## src/rtl/uart_transmitter.sv

```systemverilog
// 8E1 UART transmitter with an internal baud tick generator (16 ticks per bit).
// Optional 1-entry holding register enabled by defining UART_TX_HOLD_BUF_EN.
module uart_transmitter #(
    parameter int unsigned CLK_FREQ = 50000000
) (
    input  logic       clk,
    input  logic       reset,
    input  logic [7:0] Tx_DATA,
    input  logic       Tx_WR,
    input  logic       Tx_EN,
    input  logic [2:0] baud_select,
    output logic       TxD,
    output logic       Tx_BUSY
);

    function automatic int unsigned calc_div(input int unsigned baud);
        return (CLK_FREQ + 8 * baud) / (16 * baud);
    endfunction

    localparam int unsigned DIV_MAX = calc_div(300);
    localparam int unsigned DIV_W   = $clog2(DIV_MAX + 1);

    typedef enum logic [2:0] {
        ST_IDLE,
        ST_START,
        ST_DATA,
        ST_PARITY,
        ST_STOP
    } state_t;

    state_t             r_state;
    logic [7:0]         r_data;
    logic               r_parity;
    logic [2:0]         r_baud;
    logic [DIV_W-1:0]   r_div_cnt;
    logic [3:0]         r_tick_cnt;
    logic [2:0]         r_bit_idx;
    logic               r_txd;
    logic               r_busy;

    state_t             w_state_next;
    logic [2:0]         w_bit_idx_next;
    logic               w_txd_next;
    logic               w_busy_next;
    logic [DIV_W-1:0]   w_div_last;
    logic               w_tick;
    logic               w_bit_end;
    logic               w_frame_done;
    logic               w_accept;
    logic               w_start;
    logic [7:0]         w_start_data;
    logic [2:0]         w_start_baud;

    always_comb begin
        w_div_last = '0;
        case (r_baud)
            3'd0: w_div_last = DIV_W'(calc_div(300) - 1);
            3'd1: w_div_last = DIV_W'(calc_div(1200) - 1);
            3'd2: w_div_last = DIV_W'(calc_div(4800) - 1);
            3'd3: w_div_last = DIV_W'(calc_div(9600) - 1);
            3'd4: w_div_last = DIV_W'(calc_div(19200) - 1);
            3'd5: w_div_last = DIV_W'(calc_div(38400) - 1);
            3'd6: w_div_last = DIV_W'(calc_div(57600) - 1);
            default: w_div_last = DIV_W'(calc_div(115200) - 1);
        endcase
    end

    assign w_tick       = (r_div_cnt == w_div_last);
    assign w_bit_end    = w_tick && (r_tick_cnt == 4'hF);
    assign w_frame_done = (r_state == ST_STOP) && w_bit_end;

`ifdef UART_TX_HOLD_BUF_EN
    logic       r_hold_full;
    logic [7:0] r_hold_data;
    logic [2:0] r_hold_baud;
    logic       w_from_hold;
    logic       w_hold_store;
    logic       w_hold_full_next;

    // A write landing on the final STOP cycle with an empty buffer starts directly.
    assign w_accept     = Tx_WR & Tx_EN & ~r_hold_full;
    assign w_from_hold  = r_hold_full & w_frame_done;
    assign w_start      = w_from_hold | (w_accept & ((r_state == ST_IDLE) | w_frame_done));
    assign w_hold_store = w_accept & ~w_start;
    assign w_start_data = w_from_hold ? r_hold_data : Tx_DATA;
    assign w_start_baud = w_from_hold ? r_hold_baud : baud_select;

    always_comb begin
        w_hold_full_next = r_hold_full;
        if (w_from_hold) begin
            w_hold_full_next = 1'b0;
        end else if (w_hold_store) begin
            w_hold_full_next = 1'b1;
        end
    end

    always_ff @(posedge clk) begin
        if (reset) begin
            r_hold_full <= 1'b0;
            r_hold_data <= '0;
            r_hold_baud <= '0;
        end else begin
            r_hold_full <= w_hold_full_next;
            if (w_hold_store) begin
                r_hold_data <= Tx_DATA;
                r_hold_baud <= baud_select;
            end
        end
    end

    assign w_busy_next = (w_state_next != ST_IDLE) | w_hold_full_next;
`else
    assign w_accept     = Tx_WR & Tx_EN & ~r_busy;
    assign w_start      = w_accept;
    assign w_start_data = Tx_DATA;
    assign w_start_baud = baud_select;
    assign w_busy_next  = (w_state_next != ST_IDLE);
`endif

    always_comb begin
        w_state_next   = r_state;
        w_bit_idx_next = r_bit_idx;
        case (r_state)
            ST_IDLE: begin
                if (w_start) w_state_next = ST_START;
            end
            ST_START: begin
                if (w_bit_end) begin
                    w_state_next   = ST_DATA;
                    w_bit_idx_next = '0;
                end
            end
            ST_DATA: begin
                if (w_bit_end) begin
                    w_bit_idx_next = r_bit_idx + 3'd1;
                    if (r_bit_idx == 3'd7) w_state_next = ST_PARITY;
                end
            end
            ST_PARITY: begin
                if (w_bit_end) w_state_next = ST_STOP;
            end
            ST_STOP: begin
                if (w_bit_end) w_state_next = w_start ? ST_START : ST_IDLE;
            end
            default: w_state_next = ST_IDLE;
        endcase
    end

    // TxD is registered from the next state so the line changes on the same edge as the FSM.
    always_comb begin
        w_txd_next = 1'b1;
        case (w_state_next)
            ST_START:  w_txd_next = 1'b0;
            ST_DATA:   w_txd_next = r_data[w_bit_idx_next];
            ST_PARITY: w_txd_next = r_parity;
            default:   w_txd_next = 1'b1;
        endcase
    end

    always_ff @(posedge clk) begin
        if (reset) begin
            r_state    <= ST_IDLE;
            r_data     <= '0;
            r_parity   <= 1'b0;
            r_baud     <= '0;
            r_div_cnt  <= '0;
            r_tick_cnt <= '0;
            r_bit_idx  <= '0;
            r_txd      <= 1'b1;
            r_busy     <= 1'b0;
        end else begin
            r_state   <= w_state_next;
            r_bit_idx <= w_bit_idx_next;
            r_txd     <= w_txd_next;
            r_busy    <= w_busy_next;
            if (w_start) begin
                r_data     <= w_start_data;
                r_parity   <= ^w_start_data;
                r_baud     <= w_start_baud;
                r_div_cnt  <= '0;
                r_tick_cnt <= '0;
            end else if (r_state != ST_IDLE) begin
                if (w_tick) begin
                    r_div_cnt  <= '0;
                    r_tick_cnt <= r_tick_cnt + 4'd1;
                end else begin
                    r_div_cnt <= r_div_cnt + DIV_W'(1);
                end
            end
        end
    end

    assign TxD     = r_txd;
    assign Tx_BUSY = r_busy;

endmodule
```

## config.mk

```make
export PLATFORM = sky130hd
export DESIGN_NAME = uart_transmitter
export DESIGN_NICKNAME = d
export VERILOG_FILES = /design/src/rtl/uart_transmitter.sv
export SDC_FILE = /design/constraint.sdc
export NUM_CORES = 1
export LEC_CHECK = 0
export BUFFER_PORTS_ARGS = -buffer_cell sky130_fd_sc_hd__buf_2
export CORE_MARGIN = 4
export CORE_UTILIZATION = 60
export DETAILED_ROUTE_END_ITERATION = 7
export PLACE_DENSITY = 0.79
export SETUP_SLACK_MARGIN = 0.5
export SYNTH_ARGS = -nofsm -noshare
export SYNTH_HDL_FRONTEND = slang
export SYNTH_SLANG_ARGS = --single-unit
```

## constraint.sdc

```tcl
create_clock -name clk -period 4.6 [get_ports clk]
set_clock_uncertainty 0.1 [all_clocks]
set_input_delay 0.23 -clock clk [delete_from_list [all_inputs] [get_ports clk]]
set_output_delay 0.23 -clock clk [all_outputs]
set_load 0.01 [all_outputs]
```

After elaboration in Yosys (flattened, before gate mapping)
Index checks and enable logic that the tools add are counted. Widths: inputs -> output; s select.

Input port bits: 15. Word-level logic and storage cells: 56. Output and inout bits: 2. Flip-flop bits (word level): 38.

Order comparisons: 1. Muxes and demuxes: 16. Add/sub/neg operators: 3. Bitwise gates (word level): 3. Equal/unequal tests: 16. Reduce and logical (&&, ||, !) cells: 8.

Operators by type and width (count): $pmux 14 s7 (1); $mux 3 (8); $eq 3x2->1 const B (6); $eq 3x3->1 const B (5); $pmux 3 s5 (1); $add 14x1->14 const B (1); $eq 14x14->1 (1); $mux 14 (1); $eq 3x1->1 const B (3); $reduce_xor 8->1 (1); $logic_not 3->1 (2); $pmux 3 s2 (1); $reduce_bool 3->1 (2); $add 4x1->4 const B (1); $eq 4x4->1 const B (1); $lt 3x4->1 const B (1); $add 3x1->3 const B (1); $bmux 1 s3 (1); $pmux 1 s3 (1); $and 1x1->1 (2); $mux 1 (2); $reduce_and 2->1 (1); $reduce_or 2->1 (1); $logic_and 1x1->1 (1); $not 1->1 (1).

Depth between registers and ports, before layout
Gate-level depths: netlist of the first run.

Depth in word-level cells: 9. Gate-level depth with buffers: 16. Mapped depth without buffers: 14.

Worst setup path before layout of the first run
OpenSTA, ideal clock, no wires.

Path kind: reg-to-reg. From: reg r_baud[2]. To: reg r_txd (netlist: TxD). Setup slack: 1204 ps. Stages on the path, launching flop included: 13. Data arrival time: 3176 ps. Path through: dfxtp_1 -> xor2_1 -> mux2i_1 -> o21ai_2 -> a221oi_2 -> nand2_1 -> ha_1 -> nor3b_1 -> a31oi_1 -> o2bb2ai_1 -> mux2_2 -> o311a_1 -> o31a_1.

Word-level cells in the longest chain between the ends: 9. Elaborated cells between the ends (all ways): 24.

RTL lines: from (decl) (RTL line 34) `logic [2:0] r_baud;`; from (signal assigned) (RTL line 179) `r_baud <= w_start_baud;`; $eq 3x3->1 (tied with other cells) (RTL line 56) `case (r_baud)`; $pmux 14 s7 * (RTL line 56); $eq 14x14->1 * (RTL line 68) `assign w_tick = (r_div_cnt == w_div_last);`; $logic_and 1x1->1 * (RTL line 69) `assign w_bit_end = w_tick && (r_tick_cnt == 4'hF);`; $mux 3 (on tied branches) (RTL line 134, 128); $pmux 3 s2 (RTL line 123) `case (r_state)`; $bmux 1 s3 (RTL line 154) `ST_DATA: w_txd_next = r_data[w_bit_idx_next];`; $mux 1 (implied by the code) (RTL line 154); $pmux 1 s3 * (RTL line 152) `case (w_state_next)`; to (signal assigned) (RTL line 174) `r_txd <= w_txd_next;`; to (decl) (RTL line 38) `logic r_txd;`.

Mark *: on every way between the ends. The rest lies on a longest branch, timed or not. The select of a mux whose other input is x is not followed. A chain may end at the register's enable or synchronous reset.

Final worst setup path of the first run
Ends and elaborated chain as after synthesis.

==> results of run 1 <==
-- routing by layer --
| metal | vias up | global-route usage (%) | wire length [µm] |
|---|---|---|---|
| met1 | 911 | 25.1 | 2140 |
| met5 | - | 0 | 0 |
| met3 | 12 | 4.32 | 230 |
| met4 | 0 | 7.66 | 113 |
| li1 | 1003 | - | - |
| met2 | 53 | 33.3 | 2300 |
-- metrics by stage --
stage | total power [µW] | instance area [µm²] | worst slack (ns) | util, %
after floorplan | 425 | 2320 | 1.20 | -
after global placement | 441 | 2360 | 0.795 | 64.0
after detailed placement | 443 | 2360 | 0.674 | 64.0
after CTS | 674 | 2450 | 0.662 | 66.5
after global routing | 702 | 2460 | 0.622 | 66.7
final | 674 | 2460 | 0.930 | 66.7
-- report_power, final --
| part | leakage [µW] | switching, µW | internal (µW) | total, µW |
|---|---|---|---|---|
| clock network | 0.0000441 | 131 | 107 | 238 |
| logic | 0.000585 | 48.2 | 38.4 | 86.6 |
| registers | 0.000309 | 12.7 | 337 | 350 |
-- cells by family after synthesis --
| kind of cell | synth area share (%) |
|---|---|
| compound gates | 17.1 |
| flops | 32.7 |
| fa+ha+maj | 2.69 |
| buf+inv | 6.03 |
| simple gates | 27.9 |
| xor+xnor | 9.42 |
| mux | 4.15 |
-- registers in the layout, indices dropped and copies added, names as in the netlist --
name / flops
r_state: 3
TxD: 1
r_data: 8
r_tick_cnt: 4
r_div_cnt: 14
r_baud: 3
r_bit_idx: 3
Tx_BUSY: 1
r_parity: 1
-- final cells by class --
class	count	area share (%)
timing repair buffer	16	3.25
inverter	10	1.53
clock inverter	3	0.864
multi-input combinational	217	58.1
clock buffer	5	2.80
sequential	38	31.1
tap	48	2.44
-- timing repair --
action,in CTS,in global routing
hold buffers,0,0
resized for setup,0,4
endpoints found under the setup margin,0,1
endpoints found under the hold margin,0,0
setup buffers,0,0
-- layout by cell type (no fill, tap or decap), types with 3 or more instances in the layout --
cell      instances
dfxtp_1          35
ha_1              5
nor2_1           34
nand2b_1          3
nand2_1          35
o21ai_0           5
clkbuf_8          5
nor4_1            4
dfxtp_2           3
xor2_1           12
mux2i_1           4
nand3_1           9
xnor2_1          13
a21oi_1          18
mux2_2            5
nor3_1            5
and3_1            5
inv_1             9
nand4_1           7
buf_2            16
nor2b_1           4
-- worst max-delay path: stages (launching register included) --
cell,delay (ns)
dfxtp_2,0.51
xor2_1,0.31
mux2i_1,0.25
o21ai_2,0.09
a221oi_2,0.35
nand2_1,0.15
ha_1,0.29
nor3b_1,0.17
a31oi_1,0.08
o2bb2ai_2,0.28
mux2_2,0.39
nor2_1,0.10
a2bb2oi_1,0.07
o311a_1,0.12
o31a_1,0.28
-- cell usage after synthesis, drive strengths merged (5+ instances only) --
library cell | n | share of area, %
a21oi | 19 | 4.3
and3 | 5 | 1.3
buf | 7 | 2.6
clkbuf | 11 | 1.8
dfxtp | 38 | 33
ha | 5 | 2.7
inv | 10 | 1.6
mux2 | 5 | 2.4
nand2 | 35 | 5.7
nand3 | 9 | 1.9
nand4 | 7 | 1.9
nor2 | 34 | 5.5
nor3 | 6 | 1.5
nor4 | 5 | 2.0
o21ai | 7 | 1.7
xnor2 | 13 | 4.9
xor2 | 12 | 4.5
-- final timing paths --
kind / depth (start not counted) / endpoint / slack [ns]
setup / recovery: 14 / TxD$_SDFF_PP1_ / 0.93
hold / removal: 3 / r_baud[2]$_SDFFE_PP0P_ / 0.05
setup reg to reg: 14 / TxD$_SDFF_PP1_ / 0.93
hold reg to reg: 2 / r_data[0]$_SDFFE_PP0P_ / 0.36
==> impl_metrics.env, run 1 <==
export IMPL_status="completed"
export IMPL_h_tree_depth=2
export IMPL_floorplan_core_area_um2=3690
export IMPL_vias=1979
export IMPL_rows=22
export IMPL_hold_violations=0
export IMPL_fmax_mhz=272
export IMPL_ys_async_sr_fraction_pct=0
export IMPL_final_max_slew_viol_count=0
export IMPL_finalSetupViolations=0
export IMPL_path_clk_slew_ns=0.09
export IMPL_initial_core_util_pct=63.0
export IMPL_overflow=0
export IMPL_start_kind="flip-flop"
export IMPL_multi_input_area_um2=1430
export IMPL_tightest_slew_ns=0.927
export IMPL_ys_flop_type="dfxtp_1"
export IMPL_fin_crit_ns=3.67
export IMPL_dp_hpwl_mm=3.49
export IMPL_clock_path_buffers=2
export IMPL_drtPass1Iterations=4
export IMPL_critPathArrivalTime_ns=3.76
export IMPL_nFillCells=318
export IMPL_grt_setup_unrepaired="false"
export IMPL_powerDensity_nw_per_um2=274
export IMPL_yosysWarnings=0
export IMPL_drtIter0Drc=113
export IMPL_hp_class="in -> reg"
export IMPL_synth_edff_count=0
export IMPL_fp_dieH_um=70.2
export IMPL_slew_headroom_pct=38.0
export IMPL_finalWirelength_mm=4.79
export IMPL_holdWs_ns=0.0472
export IMPL_cts_tree="done"
export IMPL_numPortBuffers=16
export IMPL_worst_path_max_fanout=16
export IMPL_setup_tns_ns=0
export IMPL_period_share_pct=79.8
export IMPL_syn_nets=303
export IMPL_seq_area_um2=764
export IMPL_syn_mean_instance_area_um2=8.21
export IMPL_clk_latency_ns=0.30
export IMPL_grt_max_degree=22
export IMPL_crit_type="reg -> reg"
export IMPL_p_leak_uw=0.000939
export IMPL_fin_nets=308
export IMPL_placedCellCount=329
export IMPL_r2r_start="r_baud[2]$_SDFFE_PP0P_"
export IMPL_hp_start="baud_select[2]"
export IMPL_drcViolationCount=0
export IMPL_syn_area_um2=2320
export IMPL_required_ns=4.69
export IMPL_crit_path_end_kind="flip-flop"
export IMPL_synth_cell_types=66
export IMPL_grt_pass1_vias=1753
export IMPL_track_usage_pct=20.0
export IMPL_wire_per_inst_um=14.2
export IMPL_antenna_found_initial=0
export IMPL_maxCapViolations=0
export IMPL_gp_congestion=0.918
export IMPL_critPathLaunch="r_baud[2]$_SDFFE_PP0P_"
export IMPL_fin_cells=337
export IMPL_syn_to_final_growth_pct=5.92
export IMPL_clockRootBuffer="clkbuf_8"
export IMPL_post_route_cells_drive_above_1_share_pct=16.3
export IMPL_grt_pass1_wl_mm=7.93
export IMPL_dieArea_um2=4930
export IMPL_cts_buffers=5
export IMPL_dieWidth_um=70.2
export IMPL_clock_sinks=38
export IMPL_synth_seq_cells=38
export IMPL_synthCells=283
export IMPL_yosysSeqAreaShare_pct=32.7
export IMPL_ios=17
export IMPL_ir_worst_vdd_mv=0.200
export IMPL_n_antenna_cell=0
export IMPL_viasPerCell=5.87
export IMPL_ant_nets=0
Note: power is estimated with default switching activity, not from simulation.
==> run 2, diff against run 1 <==
==> constraint.sdc (replaced) <==
create_clock -name clk -period 3.4 [get_ports clk]
set_clock_uncertainty 0.1 [all_clocks]
set_input_delay 0.17 -clock clk [delete_from_list [all_inputs] [get_ports clk]]
set_output_delay 0.17 -clock clk [all_outputs]
set_load 0.01 [all_outputs]
==> run 2 against run 1 <==
Design area up 21%. Die area unchanged. Largest cell class unchanged. First-iteration DRC count is 130% higher. Critical endpoint unchanged. Register-to-register slack worse by 0.93 ns. Critical path type unchanged.
==> impl_metrics.env, run 2 (synthesis results as in run 1) <==
export IMPL_clockRootBuffer="clkbuf_8"
export IMPL_grt_max_degree=22
export IMPL_comb_power_share_pct=14.6
export IMPL_crit_end="TxD$_SDFF_PP1_"
export IMPL_drtPass1Iterations=5
export IMPL_cp_slowest_cell="dfxtp_4"
export IMPL_worst_path_max_fanout=7
export IMPL_drcViolationCount=0
export IMPL_grt_pass1_vias=2131
export IMPL_largest_reg_flops=14
export IMPL_clockPowerShare_pct=42.6
export IMPL_cp_depth=16
export IMPL_dieArea_um2=4930
export IMPL_gp_congestion=0.907
export IMPL_h_tree_depth=2
export IMPL_top_regs="r_div_cnt x14, r_data x8, r_tick_cnt x4"
export IMPL_fin_crit_ns=3.40
export IMPL_finalSetupViolations=0
export IMPL_critPathLaunch="r_baud[2]$_SDFFE_PP0P_"
export IMPL_required_ns=3.49
export IMPL_final_core_util_pct=80.9
export IMPL_finalPower_uw=1100
export IMPL_dieWidth_um=70.2
export IMPL_p_sw_share_pct=25.1
export IMPL_clk_latency_ns=0.30
export IMPL_rrSetupSlack_ns=0.0007
export IMPL_hold_violations=0
export IMPL_syn_to_final_growth_pct=28.4
export IMPL_fin_nets=344
export IMPL_overflow=0
export IMPL_critPathArrivalTime_ns=3.49
export IMPL_vias=2324
export IMPL_critical_path_top_delay_family="compound AO/OA/AOI/OAI gates"
export IMPL_numPortBuffers=16
export IMPL_final_area_um2=2980
export IMPL_ios=17
export IMPL_p_sw_uw=277
export IMPL_rows=22
export IMPL_ir_worst_vdd_mv=0.373
export IMPL_fmax_mhz=294
export IMPL_tightest_slew_ns=1.06
export IMPL_r2r_start="r_baud[2]$_SDFFE_PP0P_"
export IMPL_start_kind="flip-flop"
export IMPL_maxCapViolations=0
export IMPL_viasPerCell=6.23
export IMPL_dpl_cell_area_um2=2470
export IMPL_hp_class="in -> reg"
export IMPL_holdWs_ns=0.0172
export IMPL_status="completed"
export IMPL_clock_sinks=38
export IMPL_cts_tree="done"
export IMPL_crit_type="reg -> reg"
export IMPL_p_leak_uw=0.00119
export IMPL_slew_headroom_pct=29.2
export IMPL_wire_per_inst_um=17.5
export IMPL_r2r_cells=16
export IMPL_track_usage_pct=23.4
export IMPL_layout_common_cells="dfxtp_1, nand2_1, nor2_1, buf_4, a21oi_1"
export IMPL_r2r_end="TxD$_SDFF_PP1_"
export IMPL_final_common_cell="dfxtp_1"
export IMPL_hp_start="Tx_DATA[0]"
export IMPL_path_cells="buf_6 -> nand3b_1 -> a311o_1 -> a21oi_2 -> o211a_1 -> nand2_2 -> ha_4 -> nor3b_2 -> a31oi_1 -> o2bb2ai_2 -> buf_6 -> mux2_4 -> nor2_4 -> a2bb2oi_2 -> o311a_1 -> o31a_1"
export IMPL_floorplan_core_area_um2=3690
export IMPL_dp_hpwl_mm=3.49
export IMPL_finalWirelength_mm=6.53
export IMPL_cpPeakStageDelay_ns=0.44
export IMPL_crit_path_end_kind="flip-flop"
export IMPL_n_antenna_cell=0
export IMPL_grt_setup_unrepaired="true"
export IMPL_final_max_slew_viol_count=0
export IMPL_fp_dieH_um=70.2
export IMPL_post_route_cells_drive_above_1_share_pct=29.5
export IMPL_initial_core_util_pct=63.0
export IMPL_ant_nets=0
export IMPL_powerDensity_nw_per_um2=369
export IMPL_critPathBufInv=2
export IMPL_top_register="r_div_cnt"
export IMPL_period_share_pct=100
export IMPL_antenna_found_initial=0
export IMPL_clock_path_buffers=2
export IMPL_setup_tns_ns=0
export IMPL_cts_buffers=5
export IMPL_crit_path_frequent_cell="buf_6"
export IMPL_path_clk_slew_ns=0.09
export IMPL_drtIter0Drc=264
export IMPL_power_share_sequential_pct=42.8
export IMPL_grt_pass1_wl_mm=9.41
export IMPL_intPower_uw=826
[run 2: cell types whose count changed in the layout (fill, tap and decap cells not counted), sizes merged]
cell | before | now
buf | 16 | 50
bufinv | 0 | 2
dlygate4sd3 | 0 | 2
clkinv | 2 | 1
clkinvlp | 1 | 0
[run 2: layer usage]
layer | vias up | part of all wire, % | track usage, %
met5 | - | 0 | 0
met2 | 129 | 47 | 39.4
met4 | 0 | 5.8 | 10.6
met3 | 45 | 7.6 | 5.76
li1 | 1073 | - | -
met1 | 1077 | 40 | 27.7
[run 2: final cells by class]
| cell class | instances | area (µm²) |
|---|---|---|
| clock buffer | 5 | 68.8 |
| clock inverter | 3 | 68.8 |
| fill | 207 | 704 |
| sequential | 38 | 772 |
| tap | 48 | 60.1 |
| inverter | 10 | 37.5 |
| timing repair buffer | 52 | 415 |
| multi-input combinational | 217 | 1560 |
[run 2: tightest hold or removal path: cells and delay by family]
family | cells | cell delay, ns
AOI/OAI and AO/OA | 1 | 0.05
buffers and inverters | 1 | 0.11
and+or+nand+nor | 1 | 0.05
[run 2: worst min path at each step]
stage                             end  depth (start not counted)  slack, ns
3_3_place_gp   r_baud[1]$_SDFFE_PP0P_                          3       0.31
3_5_place_dp   r_baud[1]$_SDFFE_PP0P_                          3       0.32
5_1_grt        r_data[1]$_SDFFE_PP0P_                          3       0.01
2_1_floorplan  r_baud[0]$_SDFFE_PP0P_                          2       0.20
4_1_cts        r_baud[0]$_SDFFE_PP0P_                          3      0.002
6_report       r_data[0]$_SDFFE_PP0P_                          3       0.02
[run 2: power groups by stage]
stage | Combinational, µW | Sequential, µW | Clock (µW)
finish | 161 | 472 | 469
global route | 175 | 474 | 499
CTS | 139 | 470 | 471
detailed placement | 130 | 481 | 0
global placement | 127 | 481 | 0
floorplan | 101 | 475 | 0
[run 2: through the flow]
stage / std cells / setup slack (ns)
2_1_floorplan: 283 / 0.160
5_1_grt: 373 / -0.113
6_report: 373 / 0.000695
3_3_place_gp: 342 / 0.0746
4_1_cts: 366 / 0.108
3_5_place_dp: 342 / -0.0511
[run 2: repair_timing]
item | CTS | global route
endpoints found under the setup margin | 15 | 17
gates resized for setup | 19 | 31
pin swaps | 7 | 14
buffers inserted | 15 | 6
hold buffers | 1 | 1
endpoints found under the hold margin | 1 | 1
